$ cat config.mk
export PLATFORM = sky130hd
export DESIGN_NAME = multicycle_ctrl
export DESIGN_NICKNAME = d
export VERILOG_FILES = /design/src/rtl/multicycle_ctrl.sv
export SDC_FILE = /design/constraint.sdc
export NUM_CORES = 1
export LEC_CHECK = 0
export ABC_AREA = 1
export CAP_MARGIN = 20
export CORE_MARGIN = 3
export CORE_UTILIZATION = 32
export CTS_BUF_LIST = sky130_fd_sc_hd__clkbuf_8
export CTS_CLUSTER_SIZE = 25
export DETAILED_ROUTE_END_ITERATION = 10
export PLACE_DENSITY = 0.7
export SETUP_SLACK_MARGIN = 0.3
export SYNTH_ARGS = -nofsm -noshare
export SYNTH_HDL_FRONTEND = slang
export SYNTH_SLANG_ARGS = --single-unit
$ cat constraint.sdc
create_clock -name clk -period 3.3 [get_ports clk]
set_input_delay 0.66 -clock clk [delete_from_list [all_inputs] [get_ports clk]]
set_output_delay 0.66 -clock clk [all_outputs]
set_load 0.02 [all_outputs]
$ cat src/rtl/multicycle_ctrl.sv
// multicycle_ctrl: control FSM for the multi-cycle MIPS datapath.
// It steps each instruction through FETCH / DECODE / EXEC / MEM / WB. It drives
// the datapath mux selects and the PC/IR/register/memory enables, and it waits
// on mem_ready in the FETCH and MEM states.
// The control outputs are decoded combinationally from the current state and
// from op/funct. While rst_n is low, every output (state included) is held at 0.
// Optional build macro: JAL_EN adds support for jal (op 000011).
// Without it, jal decodes as illegal.
//
// state | meaning
// ------+---------------------------------------------------------
// 0     | FETCH  : read instruction memory, load IR and PC+4 when ready
// 1     | DECODE : classify op/funct, resolve j (and jal if enabled)
// 2     | EXEC   : ALU operation, beq resolves here
// 3     | MEM    : lw/sw data access, held until mem_ready
// 4     | WB     : register-file write, instruction retires
// 5-7   | unused : return to FETCH with all enables low

module multicycle_ctrl #(
    parameter int STATE_W = 3,
    parameter int ALUOP_W = 3
) (
    input  logic               clk,
    input  logic               rst_n,
    input  logic [5:0]         op,
    input  logic [5:0]         funct,
    input  logic               zero,
    input  logic               mem_ready,
    output logic               pc_wr,
    output logic               ir_wr,
    output logic [1:0]         npc_sel,
    output logic [1:0]         reg_dst,
    output logic               alu_src,
    output logic [1:0]         data_to_reg,
    output logic               ext_op,
    output logic [ALUOP_W-1:0] alu_op,
    output logic               reg_wr,
    output logic               mem_rd,
    output logic               mem_wr,
    output logic               retire,
    output logic               illegal,
    output logic [STATE_W-1:0] state
);

    typedef enum logic [STATE_W-1:0] {
        S_FETCH  = 'd0,
        S_DECODE = 'd1,
        S_EXEC   = 'd2,
        S_MEM    = 'd3,
        S_WB     = 'd4
    } state_e;

    typedef enum logic [3:0] {
        C_ADDU,
        C_SUBU,
        C_ORI,
        C_LUI,
        C_LW,
        C_SW,
        C_BEQ,
        C_J,
        C_JAL,
        C_ILL
    } iclass_e;

    localparam logic [5:0] OP_RTYPE = 6'b000000;
    localparam logic [5:0] OP_ORI   = 6'b001101;
    localparam logic [5:0] OP_LUI   = 6'b001111;
    localparam logic [5:0] OP_LW    = 6'b100011;
    localparam logic [5:0] OP_SW    = 6'b101011;
    localparam logic [5:0] OP_BEQ   = 6'b000100;
    localparam logic [5:0] OP_J     = 6'b000010;
    localparam logic [5:0] OP_JAL   = 6'b000011;
    localparam logic [5:0] FN_ADDU  = 6'b100001;
    localparam logic [5:0] FN_SUBU  = 6'b100011;

    localparam logic [1:0] NPC_SEQ  = 2'b00;
    localparam logic [1:0] NPC_BR   = 2'b01;
    localparam logic [1:0] NPC_JMP  = 2'b10;
    localparam logic [1:0] DST_RT   = 2'b00;
    localparam logic [1:0] DST_RD   = 2'b01;
    localparam logic [1:0] WB_ALU   = 2'b00;
    localparam logic [1:0] WB_MEM   = 2'b01;
`ifdef JAL_EN
    localparam logic [1:0] DST_RA   = 2'b10;
    localparam logic [1:0] WB_PC4   = 2'b10;
`endif

    localparam logic [ALUOP_W-1:0] ALU_ADD = ALUOP_W'(0);
    localparam logic [ALUOP_W-1:0] ALU_SUB = ALUOP_W'(1);
    localparam logic [ALUOP_W-1:0] ALU_OR  = ALUOP_W'(2);
    localparam logic [ALUOP_W-1:0] ALU_LUI = ALUOP_W'(3);

    state_e  state_q;
    state_e  state_d;
    iclass_e cls;

    // Classify the instruction currently held in IR.
    always_comb begin
        cls = C_ILL;
        case (op)
            OP_RTYPE: begin
                if (funct == FN_ADDU) begin
                    cls = C_ADDU;
                end else if (funct == FN_SUBU) begin
                    cls = C_SUBU;
                end else begin
                    cls = C_ILL;
                end
            end
            OP_ORI:  cls = C_ORI;
            OP_LUI:  cls = C_LUI;
            OP_LW:   cls = C_LW;
            OP_SW:   cls = C_SW;
            OP_BEQ:  cls = C_BEQ;
            OP_J:    cls = C_J;
`ifdef JAL_EN
            OP_JAL:  cls = C_JAL;
`endif
            default: cls = C_ILL;
        endcase
    end

    // Next-state selection from the current state, the class and mem_ready.
    always_comb begin
        state_d = S_FETCH;
        case (state_q)
            S_FETCH: begin
                state_d = mem_ready ? S_DECODE : S_FETCH;
            end
            S_DECODE: begin
                case (cls)
                    C_ILL, C_J: state_d = S_FETCH;
                    C_JAL:      state_d = S_WB;
                    default:    state_d = S_EXEC;
                endcase
            end
            S_EXEC: begin
                case (cls)
                    C_LW, C_SW:                   state_d = S_MEM;
                    C_ADDU, C_SUBU, C_ORI, C_LUI: state_d = S_WB;
                    default:                      state_d = S_FETCH;
                endcase
            end
            S_MEM: begin
                if (!mem_ready) begin
                    state_d = S_MEM;
                end else if (cls == C_LW) begin
                    state_d = S_WB;
                end else begin
                    state_d = S_FETCH;
                end
            end
            default: state_d = S_FETCH;
        endcase
    end

    // Control outputs, all forced low while reset is asserted.
    always_comb begin
        pc_wr       = 1'b0;
        ir_wr       = 1'b0;
        npc_sel     = NPC_SEQ;
        reg_dst     = DST_RT;
        alu_src     = 1'b0;
        data_to_reg = WB_ALU;
        ext_op      = 1'b0;
        alu_op      = ALU_ADD;
        reg_wr      = 1'b0;
        mem_rd      = 1'b0;
        mem_wr      = 1'b0;
        retire      = 1'b0;
        illegal     = 1'b0;
        if (rst_n) begin
            case (state_q)
                S_FETCH: begin
                    mem_rd = 1'b1;
                    if (mem_ready) begin
                        pc_wr   = 1'b1;
                        ir_wr   = 1'b1;
                        npc_sel = NPC_SEQ;
                    end
                end
                S_DECODE: begin
                    case (cls)
                        C_ILL: illegal = 1'b1;
                        C_J: begin
                            pc_wr   = 1'b1;
                            npc_sel = NPC_JMP;
                            retire  = 1'b1;
                        end
                        C_JAL: begin
                            pc_wr   = 1'b1;
                            npc_sel = NPC_JMP;
                        end
                        default: ;
                    endcase
                end
                S_EXEC: begin
                    case (cls)
                        C_ADDU: alu_op = ALU_ADD;
                        C_SUBU: alu_op = ALU_SUB;
                        C_ORI: begin
                            alu_src = 1'b1;
                            alu_op  = ALU_OR;
                        end
                        C_LUI: begin
                            alu_src = 1'b1;
                            alu_op  = ALU_LUI;
                        end
                        C_LW, C_SW: begin
                            alu_src = 1'b1;
                            ext_op  = 1'b1;
                            alu_op  = ALU_ADD;
                        end
                        C_BEQ: begin
                            alu_op  = ALU_SUB;
                            ext_op  = 1'b1;
                            npc_sel = NPC_BR;
                            pc_wr   = zero;
                            retire  = 1'b1;
                        end
                        default: ;
                    endcase
                end
                S_MEM: begin
                    if (cls == C_LW) begin
                        mem_rd = 1'b1;
                    end else if (cls == C_SW) begin
                        mem_wr = 1'b1;
                        retire = mem_ready;
                    end
                end
                S_WB: begin
                    case (cls)
                        C_ADDU, C_SUBU: begin
                            reg_wr      = 1'b1;
                            retire      = 1'b1;
                            reg_dst     = DST_RD;
                            data_to_reg = WB_ALU;
                        end
                        C_ORI, C_LUI: begin
                            reg_wr      = 1'b1;
                            retire      = 1'b1;
                            reg_dst     = DST_RT;
                            data_to_reg = WB_ALU;
                        end
                        C_LW: begin
                            reg_wr      = 1'b1;
                            retire      = 1'b1;
                            reg_dst     = DST_RT;
                            data_to_reg = WB_MEM;
                        end
`ifdef JAL_EN
                        C_JAL: begin
                            reg_wr      = 1'b1;
                            retire      = 1'b1;
                            reg_dst     = DST_RA;
                            data_to_reg = WB_PC4;
                        end
`endif
                        default: ;
                    endcase
                end
                default: ;
            endcase
        end
    end

    // State register with synchronous active-low reset.
    always_ff @(posedge clk) begin
        if (!rst_n) begin
            state_q <= S_FETCH;
        end else begin
            state_q <= state_d;
        end
    end

    assign state = rst_n ? state_q : '0;

endmodule

* Yosys cells after proc, flatten, opt, wreduce, memory -nomap -nowiden
Index checks and enable logic that the tools add are counted.
** Cells by class
- Equality and inequality tests :: 21
- Muxes and demuxes :: 55
- Reductions and logical operators :: 12
** Operator list (number)
- $mux 1 :: 37
- $pmux 4 s7 :: 1
- $eq 6x6->1 const B :: 4
- $eq 4x3->1 const B :: 4
- $eq 6x4->1 const B :: 2
- $pmux 3 s2 :: 2
- $pmux 3 s4 :: 1
- $reduce_or 2->1 :: 5
- $mux 3 :: 3
- $eq 4x2->1 const B :: 2
- $eq 4x4->1 const B :: 2
- $mux 2 :: 4
- $mux 4 :: 2
- $reduce_or 4->1 :: 2
- $eq 3x2->1 const B :: 2
- $eq 6x2->1 const B :: 1
- $eq 6x3->1 const B :: 1
- $logic_not 6->1 :: 1
- $pmux 2 s3 :: 1
- $reduce_or 5->1 :: 1
- $eq 4x1->1 const B :: 1
- $logic_not 4->1 :: 1
- $pmux 1 s4 :: 1
- $pmux 2 s2 :: 1
- other kinds (6) :: 6
** Storage, ports and cells
- Register bits :: 3
- Output and inout bits :: 21

* Longest topological paths before layout
Gate-level depths: netlist (run 1).
- Word-level depth :: 9
- Mapped depth :: 10
- Mapped depth without buffers :: 10

* Worst setup path before layout (run 1)
OpenSTA, ideal clock, no wires.
- Path kind :: input port to output port
- Start :: input port op[1]
- End :: output port alu_op[0]
- Arrival :: 1.654 ns
- Data required time :: 2.640 ns
- Setup slack :: 0.986 ns
- Cell stages on the path :: 7
- Cells stage by stage :: nor2_1 nand3_2 nand3_2 o21ai_2 inv_2 nand2_1 o22ai_1
** Between the ends
- Word-level cells in the longest chain between the ends :: 7
- Elaborated cells on any way between the ends :: 16
** RTL lines
- start: declaration :: RTL line 25 : input logic [5:0] op,
- $eq 6x2->1, or another cell as far along :: RTL line 101 : case (op)
- $pmux 4 s7 * :: RTL line 101
- $eq 4x1->1 or $eq 4x3->1 (tied branches) :: RTL line 199 : case (cls)
- $reduce_or 2->1 (no source line)
- $pmux 2 s3 * :: RTL line 199
- $mux 2 * :: RTL line 174 : case (state_q)
- $mux 2 * :: RTL line 173 : if (rst_n) begin
- end: declaration :: RTL line 36 : output logic [ALUOP_W-1:0] alu_op,
Mark *: on every way between the ends. The rest lies on a longest branch, timed or not.

* Final worst setup path (run 1)
- Start :: input port op[1]
- End :: output port reg_wr
** Between the ends
- Word-level cells in the longest chain between the ends :: 7
- Elaborated cells on any way between the ends :: 17
** RTL lines
- $eq 6x2->1, or another cell as far along :: RTL line 101
- $pmux 4 s7 * :: RTL line 101
- $eq 4x3->1, or another cell as far along :: RTL line 234 : case (cls)
- $reduce_or 5->1 (no source line) *
- $mux 1 * :: RTL line 234
- $mux 1 * :: RTL line 174
- $mux 1 * :: RTL line 173
- end: declaration :: RTL line 37 : output logic reg_wr,
Marks and branches as above.

==> results.py, run 1 <==
metrics = {
    "die": {
        "die_height_um": 50.0,
        "core_mm2": 0.00178,
        "std_cell_rows": 15,
        "floorplan.die_area_mm2": 0.00250,
        "initial_core_util_pct": 34.7,
        "fp.dieW_um": 50.0,
        "io_pins": 37,
    },
    "worst_setup_path": {
        "crit_path_end_kind": "output port",
        "cp_cell_sequence": "clkdlybuf4s50_1, inv_1, nor2_2, nand3_2, nand3_4, o21ai_2, nor2_2, nand2_1, nor2_1, clkdlybuf4s15_2",
        "critical_path.max_fanout": 4,
        "critical_path_required_ns": 2.64,
        "timing.critical_path.arrival_ns": 2.28,
        "crit_type": "in2out",
        "cpLargestDelayFamily": "buffers and inverters",
        "reg2regPathDepth": 7,
        "timing.critical_path.slowest_stage_cell": "sky130_fd_sc_hd__clkdlybuf4s50_1",
        "worstPathBufferInverterCount": 3,
        "timing.rr.end": "state_q[0]",
        "ff2ff_setup_slack_ns": 2.11,
        "startpoint_type": "input pin",
        "timing.critical_path.mode_cell": "sky130_fd_sc_hd__nor2_2",
        "critical-path-max-stage-delay_ns": 0.54,
        "critical_path.reg2reg.startpoint": "state_q[2]",
    },
    "place": {
        "buffer_ports.inserted": 33,
        "detailedPlacementHpwl_um": 1680,
        "dpl-instance-area_mm2": 0.00105,
        "place_ws_ns": -0.0324,
        "gp_congestion": 0.899,
    },
    "timing": {
        "report.final.setup_viol": 0,
        "clock.fmax_mhz": 340,
        "timing_max_transition_violations_final": 0,
        "finalHoldViolCount": 0,
        "skew_ns": 0.00245,
        "worst_slack_ns": 0.363,
        "period_minus_slack_ns": 2.94,
        "rsz0062_at_grt": "no",
        "whs_ns": 0.668,
        "fin_crit_sh_pct": 89.0,
    },
    "final_layout": {
        "drive_above_1_share_pct": 21.6,
        "antennaDiodeCount": 0,
        "seqCellArea_um2": 60.1,
        "fillCellCount": 174,
        "fin_area_mm2": 0.00111,
        "syn2layout_area_growth_pct": 79.8,
        "registers.top_by_ff_count": "state_q",
        "largest_register_ffs": 3,
        "final_nets": 188,
        "multiInputGateArea_um2": 480,
        "final_util_pct": 62.3,
        "registers_with_the_highest_flip_flop_counts": "state_q (3)",
    },
    "synthesis": {
        "yosys_warnings": 0,
        "ys_top_cells_by_area": "sky130_fd_sc_hd__nand2_1 (16%), sky130_fd_sc_hd__nor2_1 (15%), sky130_fd_sc_hd__inv_1 (15%), sky130_fd_sc_hd__dfxtp_1 (9.7%), sky130_fd_sc_hd__nand3_1 (9.7%)",
        "dominantRegCellSynth": "sky130_fd_sc_hd__dfxtp_1",
        "syn-mean-instance-area_um2": 5.03,
        "synth_most_common_cell": "sky130_fd_sc_hd__nand2_1",
        "synth_top_area_share_pct": 16.4,
        "synth_sequential_area_ratio_pct": 9.72,
        "ys_ff_latch": 3,
        "commonest_cells_in_the_synthesized_netlist": "sky130_fd_sc_hd__nand2_1 (27), sky130_fd_sc_hd__nor2_1 (25), sky130_fd_sc_hd__inv_1 (24), sky130_fd_sc_hd__nand3_1 (12), sky130_fd_sc_hd__a21oi_1 (5)",
        "post-synth-top-area-cell": "sky130_fd_sc_hd__nand2_1",
        "synth_async_sr_flop_share_pct": 0,
        "synthesis.area_um2": 618,
        "synth_enable_flop_cells": 0,
        "yosysUniqueCellTypes": 23,
        "postSynthCellCount": 123,
    },
    "route": {
        "wl_per_cell_um": 10.3,
        "met2_wire_length_um": 997,
        "drc": 0,
        "drtIter0Drc": 21,
        "vias_per_cell": 4.68,
        "wl_met1_um": 912,
        "maxUsedRoutingLayer": "met3",
        "met3WireLength_um": 100,
        "routed-via-count": 918,
        "wl_final_um": 2010,
        "number_of_antenna_violating_nets_in_the_routed_design": 0,
        "drt_pre_antenna_iters": 4,
    },
    "clock_network": {
        "cts_tree": "yes",
        "cts.htree.levels": 1,
        "worst_skew_pair.late_latency_ns": 0.21,
        "clock_root_buffer": "sky130_fd_sc_hd__clkbuf_8",
        "cts_made_buffers": 3,
        "clk_transition_reported_paths_ns": 0.03,
        "clock_sinks": 3,
        "post_cts_hold_buffer_count": 0,
        "ctsLongestPathBuffers": 2,
    },
    "power_and_ir_drop": {
        "power.density_mw_per_mm2": 193,
        "leak_nw": 0.642,
        "vdd_ir_drop_max_uv": 293,
    },
    "worst_hold_path": {
        "min_from": "state_q[0]",
        "hold_class": "reg2reg",
        "hold_depth": 4,
        "min_delay_worst_endpoint": "state_q[1]",
    },
    "global_route": {
        "largest_net_degree_at_the_start_of_global_routing": 8,
        "grt_first_pass_wirelength_um": 3140,
        "grt_overflow_total": 0,
        "first_global_vias": 762,
        "antenna_found_initial": 0,
        "grt_usage_pct": 15.2,
    },
    "job": {
        "cap_viol_max_count": 0,
    },
    "outcome": {
        "run_status": "finished clean",
    },
}
-- area by class of cell --
cell class	count	share of cell area [%]
Tap cell	25	2.82
Sequential cell	3	5.41
Clock buffer	3	3.72
Clock inverter	1	0.338
Inverter	26	8.78
Timing Repair Buffer	45	35.7
Multi-Input combinational cell	93	43.2
-- worst max path at each step --
stage	slack, ns	depth (start not counted)	startpoint	end
2_1_floorplan	0.99	7	op[1]	alu_op[0]
3_3_place_gp	0.01	9	op[5]	alu_op[0]
3_5_place_dp	-0.03	12	op[5]	retire
4_1_cts	0.25	12	op[5]	retire
5_1_grt	0.28	10	op[1]	reg_wr
6_report	0.36	10	op[1]	reg_wr
-- logic make-up (layout without fill, tap and decap cells) --
kind of cell           Yosys count  count (layout)  share of synthesized area (%)
AOI/OAI and AO/OA               12              12                           11.5
other                            1               3                          0.607
DFF                              3               3                           9.72
buffers and inverters           29              75                           19.4
and+or+nand+nor                 78              78                           58.7
-- metal layers --
metal / track usage (%) / vias to the layer above
met5: 0 / -
met4: 0 / 0
met3: 3.02 / 0
met2: 27.1 / 31
met1: 19.8 / 412
li1: - / 475
-- repair_timing --
item                                    CTS  global route
gates resized for setup                  22            20
setup buffers                             0             1
pin swaps                                 1             1
gates cloned                              0             0
endpoints found under the setup margin   14             9
-- worst min-delay path, delay by kind of cell, from the launching register on --
| family | cells | cell delay, ns |
|---|---|---|
| and+or+nand+nor | 2 | 0.16 |
| buffers and inverters | 1 | 0.08 |
| DFF | 1 | 0.33 |
| AOI/OAI and AO/OA | 1 | 0.05 |
-- layout by cell type, fill, tap and decap left out, types with 4 or more instances in the layout --
master                             n
sky130_fd_sc_hd__nor2_2            4
sky130_fd_sc_hd__nor2_1           21
sky130_fd_sc_hd__dlymetal6s2s_1    4
sky130_fd_sc_hd__nand2_1          26
sky130_fd_sc_hd__nand3_1          11
sky130_fd_sc_hd__buf_4            12
sky130_fd_sc_hd__inv_1            25
sky130_fd_sc_hd__a21oi_1           5
sky130_fd_sc_hd__dlygate4sd2_1     8
sky130_fd_sc_hd__clkdlybuf4s50_1  15
-- metrics by stage --
| step | setup TNS, ns | power (W) | std cells |
|---|---|---|---|
| 3_3_place_gp | 0 | 0.000113 | 191 |
| 6_report | 0 | 0.000215 | 196 |
| 4_1_cts | 0 | 0.000215 | 195 |
| 5_1_grt | 0 | 0.000229 | 196 |
| 2_1_floorplan | 0 | 0.0000753 | 125 |
| 3_5_place_dp | -0.0629 | 0.000114 | 191 |
-- where the power goes --
| part | switching, W | total (W) | internal [W] |
|---|---|---|---|
| Combinational | 0.0000416 | 0.0000766 | 0.0000350 |
| Clock | 0.0000209 | 0.0000997 | 0.0000789 |
| Sequential | 0.000000929 | 0.0000384 | 0.0000375 |
| Total | 0.0000634 | 0.000215 | 0.000151 |
Power figures use the tool's default switching activity.
==> run 2, diff against run 1 <==
- clock period: 3.3 -> 3.08 ns (I/O delays scaled with it)
==> results.py, run 2 (synthesis results as in run 1) <==
metrics = {
    "outcome": {
        "run_status": "finished clean",
    },
    "clock_network": {
        "cts.htree.levels": 1,
        "cts_made_buffers": 3,
        "cts_tree": "yes",
        "clk_transition_reported_paths_ns": 0.03,
        "clock_root_buffer": "sky130_fd_sc_hd__clkbuf_8",
        "clock_sinks": 3,
        "post_cts_hold_buffer_count": 0,
        "worst_skew_pair.late_latency_ns": 0.22,
        "ctsLongestPathBuffers": 2,
    },
    "global_route": {
        "antenna_found_initial": 0,
        "largest_net_degree_at_the_start_of_global_routing": 10,
        "grt_usage_pct": 17.3,
        "grt_first_pass_wirelength_um": 3440,
        "grt_overflow_total": 0,
        "first_global_vias": 848,
    },
    "worst_setup_path": {
        "reg2regPathDepth": 7,
        "timing.rr.end": "state_q[0]",
        "worstPathBufferInverterCount": 3,
        "worst_setup_path_startpoint": "op[5]",
        "timing.critical_path.slowest_stage_cell": "sky130_fd_sc_hd__dlygate4sd2_1",
        "critical-path-max-stage-delay_ns": 0.33,
        "critical_path_required_ns": 2.46,
        "cp_cell_sequence": "dlygate4sd2_1, nor2_4, buf_4, nand3_4, nand3_2, o21ai_2, nand2_1, nor2_1, dlygate4sd2_1",
        "critical_path.max_fanout": 4,
        "startpoint_type": "input pin",
        "crit_path_end_kind": "output port",
        "critical_path.reg2reg.startpoint": "state_q[2]",
        "timing.critical_path.arrival_ns": 2.07,
        "timing.critical_path.mode_cell": "sky130_fd_sc_hd__dlygate4sd2_1",
        "ff2ff_setup_slack_ns": 1.92,
        "crit_type": "in2out",
        "cpLargestDelayFamily": "buffers and inverters",
    },
    "timing": {
        "totalNegativeSetupSlack_ns": 0,
        "worst_slack_ns": 0.389,
        "skew_ns": 0.0000862,
        "timing_max_transition_violations_final": 0,
        "report.final.setup_viol": 0,
        "period_minus_slack_ns": 2.69,
        "rsz0062_at_grt": "no",
        "clock.fmax_mhz": 372,
        "fin_crit_sh_pct": 87.4,
        "finalHoldViolCount": 0,
    },
    "final_layout": {
        "registers_with_the_highest_flip_flop_counts": "state_q (3)",
        "registers.top_by_ff_count": "state_q",
        "largest_register_ffs": 3,
        "drive_above_1_share_pct": 24.2,
        "syn2layout_area_growth_pct": 85.6,
        "final_standard_cell_count_with_taps_included_and_fillers_excluded": 203,
        "layout.cells.most_common_list": "sky130_fd_sc_hd__nand2_1 (26), sky130_fd_sc_hd__inv_1 (25), sky130_fd_sc_hd__nor2_1 (20), sky130_fd_sc_hd__buf_4 (20), sky130_fd_sc_hd__dlygate4sd2_1 (14)",
        "mostFrequentLayoutCell": "sky130_fd_sc_hd__nand2_1",
        "antennaDiodeCount": 0,
        "final_nets": 195,
    },
    "place": {
        "place.detailed.instances": 196,
        "buffer_ports.inserted": 33,
        "detailedPlacementHpwl_um": 1690,
        "place_ws_ns": -0.206,
        "gp_congestion": 0.946,
    },
    "route": {
        "drtIter0Drc": 24,
        "drc": 0,
        "routed-via-count": 943,
        "vias_per_cell": 4.65,
        "wl_final_um": 2040,
        "drt_pre_antenna_iters": 4,
        "wl_per_cell_um": 10.0,
        "number_of_antenna_violating_nets_in_the_routed_design": 0,
    },
    "power_and_ir_drop": {
        "power.density_mw_per_mm2": 211,
        "leak_nw": 0.651,
        "totalPowerFinal_w": 0.000242,
        "vdd_ir_drop_max_uv": 253,
    },
    "die": {
        "fp.dieW_um": 50.0,
        "io_pins": 37,
        "initial_core_util_pct": 34.7,
        "std_cell_rows": 15,
        "floorplan.die_area_mm2": 0.00250,
        "core_mm2": 0.00178,
        "die_height_um": 50.0,
    },
    "worst_hold_path": {
        "hold_depth": 4,
        "min_from": "state_q[0]",
        "hold_class": "reg2reg",
        "min_delay_worst_endpoint": "state_q[1]",
    },
    "job": {
        "cap_viol_max_count": 0,
    },
}
-- run 2: cell count changes in the layout (fill, tap and decap cells not counted), sizes merged --
| cell | change |
|---|---|
| buf | +7 |
| clkdlybuf4s50 | -3 |
| dlygate4sd2 | +6 |
| dlymetal6s2s | -3 |
-- run 2: how the worst max path moves through the flow --
stage	end	slack, ns	depth (start not counted)
finish	illegal	0.39	9
global route	ir_wr	0.31	5
CTS	reg_wr	0.32	12
detailed placement	alu_op[0]	-0.21	9
global placement	alu_op[0]	-0.13	9
floorplan	alu_op[0]	0.85	7
-- run 2: cell type report --
| class | instances | area, um^2 |
|---|---|---|
| Sequential cell | 3 | 60.1 |
| Multi-Input combinational cell | 93 | 478 |
| Fill cell | 181 | 636 |
| Timing Repair Buffer | 52 | 435 |
| Tap cell | 25 | 31.3 |
| Clock inverter | 1 | 3.75 |
| Inverter | 26 | 97.6 |
| Clock buffer | 3 | 41.3 |
-- run 2: where the power goes --
group | leakage [nW] | internal (W) | switching (W) | total (W)
logic | 0.600 | 0.0000397 | 0.0000466 | 0.0000863
clock network | 0.0269 | 0.0000852 | 0.0000298 | 0.000115
registers | 0.0244 | 0.0000401 | 0.000000894 | 0.0000410
-- run 2: through the flow --
step / hold slack, ns / util [%] / area, um^2
6_report: 0.687 / 64.4 / 1150
2_1_floorplan: 0.597 / - / 626
3_5_place_dp: 0.682 / 60.8 / 1080
5_1_grt: 0.709 / 64.4 / 1150
3_3_place_gp: 0.661 / 60.8 / 1080
4_1_cts: 0.683 / 64.7 / 1150
-- run 2: repair_timing --
| action | CTS | global route |
|---|---|---|
| cloned | 0 | 0 |
| gates resized for setup | 32 | 12 |
| setup endpoints to repair | 14 | 6 |
| buffers inserted | 3 | 0 |
| hold endpoints to repair | 0 | 0 |
| pin swaps | 1 | 8 |
-- run 2: per-layer routing --
| metal | vias up | track usage (%) | part of all wire [%] |
|---|---|---|---|
| met5 | - | 0 | 0 |
| met4 | 0 | 5.53 | 1.5 |
| met3 | 4 | 2.72 | 5.6 |
| met2 | 32 | 30.6 | 49 |
| met1 | 416 | 20.9 | 44 |
| li1 | 491 | - | - |
-- run 2: worst min-delay path: cells and delay by family, from the launching register on --
family / cells / cell delay (ns)
AND/OR/NAND/NOR: 2 / 0.17
buffers and inverters: 1 / 0.08
flip-flops: 1 / 0.32
AO/OA/AOI/OAI: 1 / 0.06
==> run 3, diff against run 2 <==
- RECOVER_POWER: unset -> 100
==> results.py, run 3 (synthesis results as in run 1) <==
metrics = {
    "clock_network": {
        "cts.htree.levels": 1,
        "worst_skew_pair.late_latency_ns": 0.22,
        "ctsLongestPathBuffers": 2,
        "clk_transition_reported_paths_ns": 0.03,
        "post_cts_hold_buffer_count": 0,
        "cts_tree": "yes",
        "cts_made_buffers": 3,
        "clock_sinks": 3,
        "clock_root_buffer": "sky130_fd_sc_hd__clkbuf_8",
    },
    "place": {
        "gp_congestion": 0.946,
        "detailedPlacementHpwl_um": 1690,
        "place_ws_ns": -0.206,
        "buffer_ports.inserted": 33,
        "place.detailed.instances": 196,
    },
    "route": {
        "drtIter0Drc": 18,
        "number_of_antenna_violating_nets_in_the_routed_design": 0,
        "vias_per_cell": 4.67,
        "wl_final_um": 2040,
        "drc": 0,
        "drt_pre_antenna_iters": 4,
        "wl_per_cell_um": 10.0,
        "routed-via-count": 947,
    },
    "final_layout": {
        "registers.top_by_ff_count": "state_q",
        "multiInputGateArea_um2": 465,
        "drive_above_1_share_pct": 23.0,
        "final_nets": 195,
        "registers_with_the_highest_flip_flop_counts": "state_q (3)",
        "final_standard_cell_count_with_taps_included_and_fillers_excluded": 203,
        "antennaDiodeCount": 0,
        "mostFrequentLayoutCell": "sky130_fd_sc_hd__nand2_1",
        "layout.cells.most_common_list": "sky130_fd_sc_hd__nand2_1 (26), sky130_fd_sc_hd__inv_1 (25), sky130_fd_sc_hd__nor2_1 (21), sky130_fd_sc_hd__buf_4 (19), sky130_fd_sc_hd__dlygate4sd2_1 (14)",
        "seqCellArea_um2": 60.1,
        "largest_register_ffs": 3,
        "fillCellCount": 184,
        "syn2layout_area_growth_pct": 83.6,
    },
    "global_route": {
        "grt_first_pass_wirelength_um": 3440,
        "grt_usage_pct": 17.3,
        "grt_overflow_total": 0,
        "largest_net_degree_at_the_start_of_global_routing": 10,
        "first_global_vias": 848,
        "antenna_found_initial": 0,
    },
    "die": {
        "std_cell_rows": 15,
        "fp.dieW_um": 50.0,
        "floorplan.die_area_mm2": 0.00250,
        "core_mm2": 0.00178,
        "initial_core_util_pct": 34.7,
        "io_pins": 37,
        "die_height_um": 50.0,
    },
    "power_and_ir_drop": {
        "leak_nw": 0.655,
        "power.density_mw_per_mm2": 212,
        "vdd_ir_drop_max_uv": 251,
    },
    "timing": {
        "fin_crit_sh_pct": 91.4,
        "clock.fmax_mhz": 355,
        "worst_slack_ns": 0.265,
        "finalHoldViolCount": 0,
        "timing_max_transition_violations_final": 0,
        "report.final.setup_viol": 0,
        "rsz0062_at_grt": "no",
        "skew_ns": 0.000411,
        "period_minus_slack_ns": 2.81,
    },
    "worst_setup_path": {
        "ff2ff_setup_slack_ns": 1.93,
        "critical_path.max_fanout": 5,
        "cp_cell_sequence": "dlygate4sd2_1, nor2_1, buf_4, nand4_1, buf_4, nand3_1, nand2_1, inv_1, dlygate4sd2_1",
        "crit_type": "in2out",
        "crit_path_end_kind": "output port",
        "critical_path_required_ns": 2.46,
        "cpLargestDelayFamily": "buffers and inverters",
        "timing.critical_path.arrival_ns": 2.20,
        "startpoint_type": "input pin",
        "timing.critical_path.slowest_stage_cell": "sky130_fd_sc_hd__nor2_1",
        "worstPathBufferInverterCount": 5,
        "critical-path-max-stage-delay_ns": 0.32,
    },
    "worst_hold_path": {
        "hold_class": "reg2reg",
    },
    "job": {
        "cap_viol_max_count": 0,
    },
    "outcome": {
        "run_status": "finished clean",
    },
}
==> run 3: what timing repair did <==
action / 4_1_cts / 5_1_grt
setup endpoints to repair: 14 / 6
pin swaps: 1 / 8
resized for setup: 32 / 12
setup buffers: 3 / 0
==> run 3: metrics by stage <==
| step | util [%] | cell area [um^2] | total power (W) | setup TNS [ns] | hold slack, ns |
|---|---|---|---|---|---|
| 6_report | 63.6 | 1130 | 0.000240 | 0 | 0.683 |
| 5_1_grt | 63.6 | 1130 | 0.000256 | 0 | 0.709 |
| 4_1_cts | 64.7 | 1150 | 0.000243 | 0 | 0.683 |
| 3_5_place_dp | 60.8 | 1080 | 0.000125 | -1.06 | 0.682 |
| 3_3_place_gp | 60.8 | 1080 | 0.000123 | -0.641 | 0.661 |
| 2_1_floorplan | - | 626 | 0.0000806 | 0 | 0.597 |
==> run 3: worst register-to-register path, delay by kind of cell (launching register included) <==
family | cells | cell delay [ns]
DFF | 1 | 0.40
AOI/OAI and AO/OA | 1 | 0.20
buffers and inverters | 3 | 0.18
and+or+nand+nor | 3 | 0.27
==> run 3: layer usage <==
metal | track usage [%] | vias to the layer above | wire [um]
met3 | 2.72 | 2 | 80
met1 | 20.9 | 426 | 940
met5 | 0 | - | 0
met2 | 30.6 | 26 | 1000
li1 | - | 493 | -
met4 | 5.53 | 0 | 13
==> run 3: path summary, 6_finish.rpt <==
| check | startpoint | cells after the start | endpoint |
|---|---|---|---|
| hold / removal | state_q[0] | 4 | state_q[1] |
| setup / recovery | op[3] | 9 | pc_wr |
| setup reg to reg | state_q[2] | 7 | state_q[0] |
| hold reg to reg | state_q[0] | 4 | state_q[1] |
==> run 3: cell type report <==
class | count | share of cell area [%]
multi-input cells | 93 | 41.0
clock inverters | 1 | 0.331
inverters | 26 | 8.60
repair buffers | 52 | 38.4
clock buffers | 3 | 3.64
well taps | 25 | 2.76
flip-flops and latches | 3 | 5.29
==> run 3: where the power goes <==
part / leakage, nW / internal, W / total (W) / switching (W)
logic: 0.604 / 0.0000386 / 0.0000845 / 0.0000459
clock network: 0.0269 / 0.0000852 / 0.000115 / 0.0000296
registers: 0.0244 / 0.0000401 / 0.0000410 / 0.000000893
